**src/rtl/serial_rcv_pkg.sv**
```systemverilog
// Shared types and helpers for the serial frame receiver.
package serial_rcv_pkg;

    typedef enum logic [2:0] {
        IDLE,
        START,
        DATA,
        STOP,
        WAIT_HIGH
    } state_t;

    // The timer must be able to hold a full CLKS_PER_BIT reload value.
    function automatic int timer_width(input int clks_per_bit);
        return $clog2(clks_per_bit + 1);
    endfunction

endpackage

```
**src/rtl/rcv_bit_timer.sv**
```systemverilog
// Loadable down-counter; expire is high while the count sits at 1, so a
// reload issued on that cycle leaves no dead cycle between bit periods.
module rcv_bit_timer #(
    parameter int W = 4
) (
    input  logic         clk,
    input  logic         rst,
    input  logic         load,
    input  logic [W-1:0] load_val,
    output logic         expire
);

    localparam logic [W-1:0] ONE = W'(1);

    logic [W-1:0] count;

    always_ff @(posedge clk) begin
        if (rst) begin
            count <= '0;
        end else if (load) begin
            count <= load_val;
        end else if (count != '0) begin
            count <= count - ONE;
        end
    end

    assign expire = (count == ONE);

endmodule

```
**src/rtl/serial_rcv.sv**
```systemverilog
// Asynchronous serial frame receiver: start bit, DATA_BITS data bits LSB-first,
// stop bit, with data-ready handshake and overrun/framing flags.
module serial_rcv
    import serial_rcv_pkg::*;
#(
    parameter int CLKS_PER_BIT = 10,
    parameter int DATA_BITS    = 8
) (
    input  logic                 clk,
    input  logic                 rst,
    input  logic                 serial_in,
    input  logic                 data_read,
    output logic [DATA_BITS-1:0] rx_data,
    output logic                 data_ready,
    output logic                 overrun_error,
    output logic                 framing_error,
    output logic                 rx_busy
);

    localparam int              TW       = timer_width(CLKS_PER_BIT);
    localparam logic [TW-1:0]   HALF     = TW'(CLKS_PER_BIT / 2);
    localparam logic [TW-1:0]   FULL     = TW'(CLKS_PER_BIT);
    localparam int              BW       = $clog2(DATA_BITS + 1);
    localparam logic [BW-1:0]   LAST_BIT = BW'(DATA_BITS - 1);
    localparam logic [BW-1:0]   BIT_ONE  = BW'(1);

    state_t                 state;
    state_t                 next_state;
    logic                   prev;
    logic [DATA_BITS-1:0]   shift;
    logic [BW-1:0]          bit_cnt;
    logic                   expire;
    logic                   load;
    logic [TW-1:0]          load_val;
    logic                   start_edge;
    logic                   shift_en;
    logic                   clr_bits;
    logic                   commit;
    logic                   set_fe;
    logic                   clr_fe;

    rcv_bit_timer #(.W(TW)) u_timer (
        .clk      (clk),
        .rst      (rst),
        .load     (load),
        .load_val (load_val),
        .expire   (expire)
    );

    assign start_edge = (state == IDLE) && !serial_in && prev;
    assign rx_busy    = (state != IDLE);

    always_ff @(posedge clk) begin
        if (rst) begin
            state <= IDLE;
        end else begin
            state <= next_state;
        end
    end

    always_comb begin
        next_state = state;
        load       = 1'b0;
        load_val   = FULL;
        shift_en   = 1'b0;
        clr_bits   = 1'b0;
        commit     = 1'b0;
        set_fe     = 1'b0;
        clr_fe     = 1'b0;
        case (state)
            IDLE: begin
                if (start_edge) begin
                    load       = 1'b1;
                    load_val   = HALF;
                    clr_fe     = 1'b1;
                    next_state = START;
                end
            end
            START: begin
                if (expire) begin
                    if (!serial_in) begin
                        load       = 1'b1;
                        clr_bits   = 1'b1;
                        next_state = DATA;
                    end else begin
                        next_state = IDLE;
                    end
                end
            end
            DATA: begin
                // The reload on the last data bit times the stop-bit sample.
                if (expire) begin
                    shift_en = 1'b1;
                    load     = 1'b1;
                    if (bit_cnt == LAST_BIT) begin
                        next_state = STOP;
                    end
                end
            end
            STOP: begin
                if (expire) begin
                    if (serial_in) begin
                        commit     = 1'b1;
                        next_state = IDLE;
                    end else begin
                        set_fe     = 1'b1;
                        next_state = WAIT_HIGH;
                    end
                end
            end
            WAIT_HIGH: begin
                if (serial_in) begin
                    next_state = IDLE;
                end
            end
            default: next_state = IDLE;
        endcase
    end

    always_ff @(posedge clk) begin
        if (rst) begin
            prev          <= 1'b1;
            shift         <= '0;
            bit_cnt       <= '0;
            rx_data       <= '0;
            data_ready    <= 1'b0;
            overrun_error <= 1'b0;
            framing_error <= 1'b0;
        end else begin
            prev <= serial_in;
            if (clr_bits) begin
                bit_cnt <= '0;
            end else if (shift_en) begin
                bit_cnt <= bit_cnt + BIT_ONE;
            end
            if (shift_en) begin
                shift <= {serial_in, shift[DATA_BITS-1:1]};
            end
            if (clr_fe) begin
                framing_error <= 1'b0;
            end else if (set_fe) begin
                framing_error <= 1'b1;
            end
            // A commit wins over a same-cycle read; the read only cancels the overrun.
            if (commit) begin
                rx_data       <= shift;
                data_ready    <= 1'b1;
                overrun_error <= data_ready && !data_read;
            end else if (data_read && data_ready) begin
                data_ready    <= 1'b0;
                overrun_error <= 1'b0;
            end
        end
    end

endmodule

```
**config.mk**
```make
export PLATFORM = sky130hd
export DESIGN_NAME = serial_rcv
export DESIGN_NICKNAME = d
export VERILOG_FILES = /design/src/rtl/serial_rcv_pkg.sv /design/src/rtl/rcv_bit_timer.sv /design/src/rtl/serial_rcv.sv
export SDC_FILE = /design/constraint.sdc
export NUM_CORES = 1
export LEC_CHECK = 0
export ABC_CLOCK_PERIOD_IN_PS = 3000
export BUFFER_PORTS_ARGS = -buffer_cell sky130_fd_sc_hd__buf_2
export CAP_MARGIN = 30
export CORE_ASPECT_RATIO = 1.25
export CORE_UTILIZATION = 54
export DETAILED_ROUTE_END_ITERATION = 7
export PLACE_DENSITY = 0.71
export REMOVE_ABC_BUFFERS = 1
export SLEW_MARGIN = 20
export SYNTH_ARGS = -nofsm -noshare
export SYNTH_HDL_FRONTEND = slang
export SYNTH_SLANG_ARGS = --single-unit
```
**constraint.sdc**
```tcl
create_clock -name clk -period 3 [get_ports clk]
set_clock_uncertainty 0.2 [all_clocks]
set_input_delay 0.3 -clock clk [delete_from_list [all_inputs] [get_ports clk]]
set_output_delay 0.3 -clock clk [all_outputs]
set_load 0.01 [all_outputs]
```
Word-level counts from Yosys, hierarchy flattened --
Cells that the tools add are included.
Storage, ports and cells: bits in registers 31, bits of input ports 4, output and inout bits 12, logic and storage cells 65
Cells by class: add/sub/neg operators 2, eq/ne operators 12, mux-type cells 28, reduce and logical (&&, ||, !) cells 14
Operators with widths (number):
- $mux W3 | 7
- $mux W4 | 4
- $pmux W3 S5 | 1
- $mux W1 | 14
- $ne A2 B2 Y1 const B | 6
- $eq A3 B2 Y1 const B | 2
- $reduce_and A6 Y1 | 1
- $add A4 B1 Y4 const B | 1
- $eq A4 B1 Y1 const B | 1
- $eq A4 B3 Y1 const B | 1
- $logic_and A1 B1 Y1 | 4
- $reduce_bool A2 Y1 | 2
- $reduce_bool A4 Y1 | 1
- $reduce_or A2 Y1 | 2
- $sub A4 B1 Y4 const B | 1
- $eq A3 B1 Y1 const B | 1
- $eq A3 B3 Y1 const B | 1
- $logic_not A3 Y1 | 1
- $pmux W1 S3 | 1
- $reduce_bool A3 Y1 | 1
- $logic_not A1 Y1 | 2
- $mux W2 | 1

Longest topological paths before layout --
depth after elaboration 6, mapped depth 6, depth with buffers taken out 5

By module --
Synthesis repeated with hierarchy kept, for this count alone.
Unflattened totals: cells, all modules 167, area, all modules 1436.4 um2
By module, submodules not included:
- serial_rcv | times used 1, cells each 140, area each 1189.9 um2, seq. area each 540.5 um2
- rcv_bit_timer | times used 1, cells each 27, area each 246.5 um2, seq. area each 80.1 um2

Worst setup path after synthesis --
Ideal clock, no wire load.
path type flip-flop to flip-flop, start point reg u_timer.count[1], end point reg bit_cnt[3], library setup time 0.070 ns, arrival 1.656 ns, required time 2.730 ns, setup slack 1.074 ns, stages on the path, launching flop included 6, buffers on the path 0, clock period less this slack 1.926 ns, cell sequence dfxtp_1 inv_1 ha_1 or4b_4 or4_1 a21oi_1
Between the ends: word-level cells in the longest chain between the ends 4, elaborated cells on any way between the ends 6, classes of those cells eq/ne (1); mux (4); reduce/logical (1)
Ends and longest elaborated chain:
- from (decl) | line rcv_bit_timer.sv:15 | logic [W-1:0] count;
- from (signal assigned) | line rcv_bit_timer.sv:21 | count <= load_val;
- from (signal assigned) | line rcv_bit_timer.sv:23 | count <= count - ONE;
- $eq A4 B1 Y1 * | line rcv_bit_timer.sv:27 | assign expire = (count == ONE);
- $mux W1 | line serial_rcv.sv:80 | if (expire) begin
- $mux W1 | line serial_rcv.sv:70 | case (state)
- $reduce_or A2 Y1 (no line)
- to (signal assigned) | line serial_rcv.sv:134 | bit_cnt <= bit_cnt + BIT_ONE;
- to (decl) | line serial_rcv.sv:31 | logic [BW-1:0] bit_cnt;
Mark *: on every way between the ends. The rest lies on a longest branch, timed or not. A chain may end at the register's enable or synchronous reset.

Final worst setup path --
Same ends and word-level chain as after synthesis.

==> flow_summary.json <==
{
  "synth_warnings": 0,
  "synth_commonest_cells": "31 x sky130_fd_sc_hd__dfxtp_1, 24 x sky130_fd_sc_hd__a21oi_1, 21 x sky130_fd_sc_hd__o21ai_0",
  "post_cts_hold_buffers": 1,
  "critPathRequiredTime_ns": 3.08,
  "post_drt_wl_per_cell_um": 14.16,
  "finalWorstPathRequiredPeriod_ns": 2.189,
  "setup_repair_after_global_routing_missed_its_margin": "no",
  "via_count_of_the_first_global_routing_pass": 1160,
  "path_cells": "inv_1 > ha_1 > or4b_4 > or4_1 > a21oi_1",
  "vias": 1272,
  "postSynth.asyncResetShare": 0,
  "die_y_um": 59.36,
  "clkTransAtPathRegs_ns": 0.10,
  "path_max_fanout": 24,
  "maxCapViolations": 0,
  "synth.largest_area_cell": "sky130_fd_sc_hd__dfxtp_1",
  "post_cts.resized_instances": 0,
  "synthMostInstantiatedCell": "sky130_fd_sc_hd__dfxtp_1",
  "worstPathBufferInverterCount": 1,
  "syn2layout_area_growth_pct": 10.92,
  "drt_wl_total_mm": 3.002,
  "global_route.overflow_total": 0,
  "detail_route.iter0.violations": 41,
  "cts.path.max_buffers": 2,
  "critPathCaptureType": "flop",
  "share_of_the_clock_period_used_by_the_worst_path": 0.7295,
  "drc_errors": 0,
  "clk_latency_ns": 0.33,
  "seq_area_frac_synth": 0.4366,
  "setup_tns_ns": 0,
  "synth.avg_cell_area_um2": 8.460,
  "synth-edff-count": 0,
  "synthCells": 168,
  "dieWidth_um": 47.89,
  "diodes": 0,
  "startpoint_type": "flop",
  "drt.antenna.violating_nets": 0,
  "clock_tree_from_tritoncts": "built",
  "critical_path_class": "flop to flop",
  "drt_pass1_iterations": 4,
  "synth-main-ff-cell": "sky130_fd_sc_hd__dfxtp_1",
  "finalSetupViolCount": 0,
  "drive_gt1_frac": 0.1676,
  "gp_routability_congestion": 0.7090,
  "layout.filler_cells": 253,
  "finalMaxSlewViolations": 0,
  "timing.critical_path.arrival_ns": 2.26,
  "slew_headroom": 0.5095,
  "grt_antenna_before_repair": 0,
  "cts.root.buffer_cell": "sky130_fd_sc_hd__clkbuf_4",
  "run_status": "finished, final reports clean",
  "path_delay_family": "simple AND/OR/NAND/NOR gates",
  "syn_area_um2": 1421,
  "post-layout-total-power_uw": 1134,
  "critical-path-max-stage-delay_ns": 0.61,
  "post_cts.repair.setup_buffers": 0,
  "cts_made_buffers": 5,
  "numPlacedInstances": 203,
  "start_util": 0.5796,
  "synth.distinct_cells": 38,
  "number_of_synthesized_register_bits": 31,
  "dieArea_um2": 2843,
  "critical_path.slowest_cell": "sky130_fd_sc_hd__or4b_4",
  "cts.sink_count": 31,
  "row_count": 20,
  "max-vdd-ir-drop_mv": 0.3710,
  "portBuffers": 15,
  "pwr_density_cell_nw_per_um2": 719.6,
  "grtUsageTotal": 0.2399,
  "design.final.nets": 186,
  "floorplan.io_pins": 16,
  "viasPerCell": 6.000,
  "synth_top_cell_area_share": 0.4366,
  "post_layout_nonfiller_instances": 212,
  "actual_slew_at_the_worst_max_slew_pin_ns": 0.7342,
  "clock_tree.htree_level_count": 2,
  "fmax_mhz": 456.9,
  "core_region_area_um2": 2452,
  "static-leakage-power_uw": 0.0005778,
  "synth.area.top_cells": "sky130_fd_sc_hd__dfxtp_1 44%, sky130_fd_sc_hd__a21oi_1 8.5%, sky130_fd_sc_hd__o21ai_0 7.4%",
  "final.hold.worst_slack_ns": 0.1079,
  "grt_max_degree": 27,
  "detailed_place_hpwl_mm": 2.020,
  "finalHoldViolations": 0,
  "hold_class": "input port to flop",
  "first_pass_grt_wire_length_mm": 4.788
}
-- metal layers --
| layer | GRT usage | part of all wire | vias to the layer above |
|---|---|---|---|
| met5 | 0 | 0 | - |
| met4 | 0.09524 | 0.019 | 0 |
| met3 | 0.07317 | 0.034 | 6 |
| met2 | 0.4054 | 0.51 | 23 |
| met1 | 0.2712 | 0.44 | 605 |
| li1 | - | - | 638 |
-- through the flow --
stage / worst slack [ns] / instance area (µm²) / util
2_1_floorplan: -0.1184 / 1368 / -
3_3_place_gp: 0.8959 / 1498 / 0.6107
3_5_place_dp: 0.8146 / 1498 / 0.6107
4_1_cts: 0.7928 / 1577 / 0.6429
5_1_grt: 0.7232 / 1577 / 0.6429
6_report: 0.8115 / 1577 / 0.6429
-- layout by cell type (no fill, tap or decap), types with 2 or more instances in the layout --
cell type / count
sky130_fd_sc_hd__nor2_1: 7
sky130_fd_sc_hd__or4_1: 2
sky130_fd_sc_hd__nor3b_1: 2
sky130_fd_sc_hd__o31ai_1: 3
sky130_fd_sc_hd__nand2b_1: 2
sky130_fd_sc_hd__inv_1: 4
sky130_fd_sc_hd__ha_1: 4
sky130_fd_sc_hd__a21oi_1: 24
sky130_fd_sc_hd__buf_2: 15
sky130_fd_sc_hd__nand3_1: 20
sky130_fd_sc_hd__or3_1: 3
sky130_fd_sc_hd__nor3_1: 3
sky130_fd_sc_hd__dfxtp_1: 31
sky130_fd_sc_hd__mux2i_1: 2
sky130_fd_sc_hd__o21ai_0: 21
sky130_fd_sc_hd__a221oi_1: 2
sky130_fd_sc_hd__nor2b_1: 3
sky130_fd_sc_hd__clkbuf_8: 2
sky130_fd_sc_hd__clkbuf_4: 5
-- final timing paths --
kind	startpoint	end	slack, ns	depth (start not counted)
worst max-delay path	u_timer.count[1]	bit_cnt[3]	0.81	5
worst min register to register	shift[0]	rx_data[0]	0.27	2
worst min-delay path	serial_in	prev	0.11	2
worst max register to register	u_timer.count[1]	bit_cnt[3]	0.81	5
-- report_power, final --
part / switching, µW / internal, µW / total [µW]
logic: 219 / 154 / 373
registers: 44.4 / 442 / 486
clock network: 137 / 138 / 275
-- layout make-up --
| class | instances | area (µm²) | area share |
|---|---|---|---|
| timing repair buffer | 17 | 92.59 | 0.05873 |
| inverter | 4 | 15.01 | 0.009524 |
| sequential | 31 | 620.6 | 0.3937 |
| tap | 33 | 41.29 | 0.02619 |
| multi-input combinational | 119 | 738.2 | 0.4683 |
| clock buffer | 8 | 68.82 | 0.04365 |
-- sequential cells by signal, indices dropped and copies added, names as in the netlist --
name and flops:
prev 1, bit_cnt 4, framing_error 1, overrun_error 1, shift 8, data_ready 1
u_timer.count 4, rx_data 8, state 3
-- cells by family after synthesis --
group / count (synthesis) / share of synthesized area
buf+inv: 18 / 0.04841
compound gates: 56 / 0.2201
flops: 31 / 0.4366
simple gates: 56 / 0.2377
fa+ha+maj: 4 / 0.03521
mux: 3 / 0.02201
Note: power is estimated with default switching activity, not from simulation.
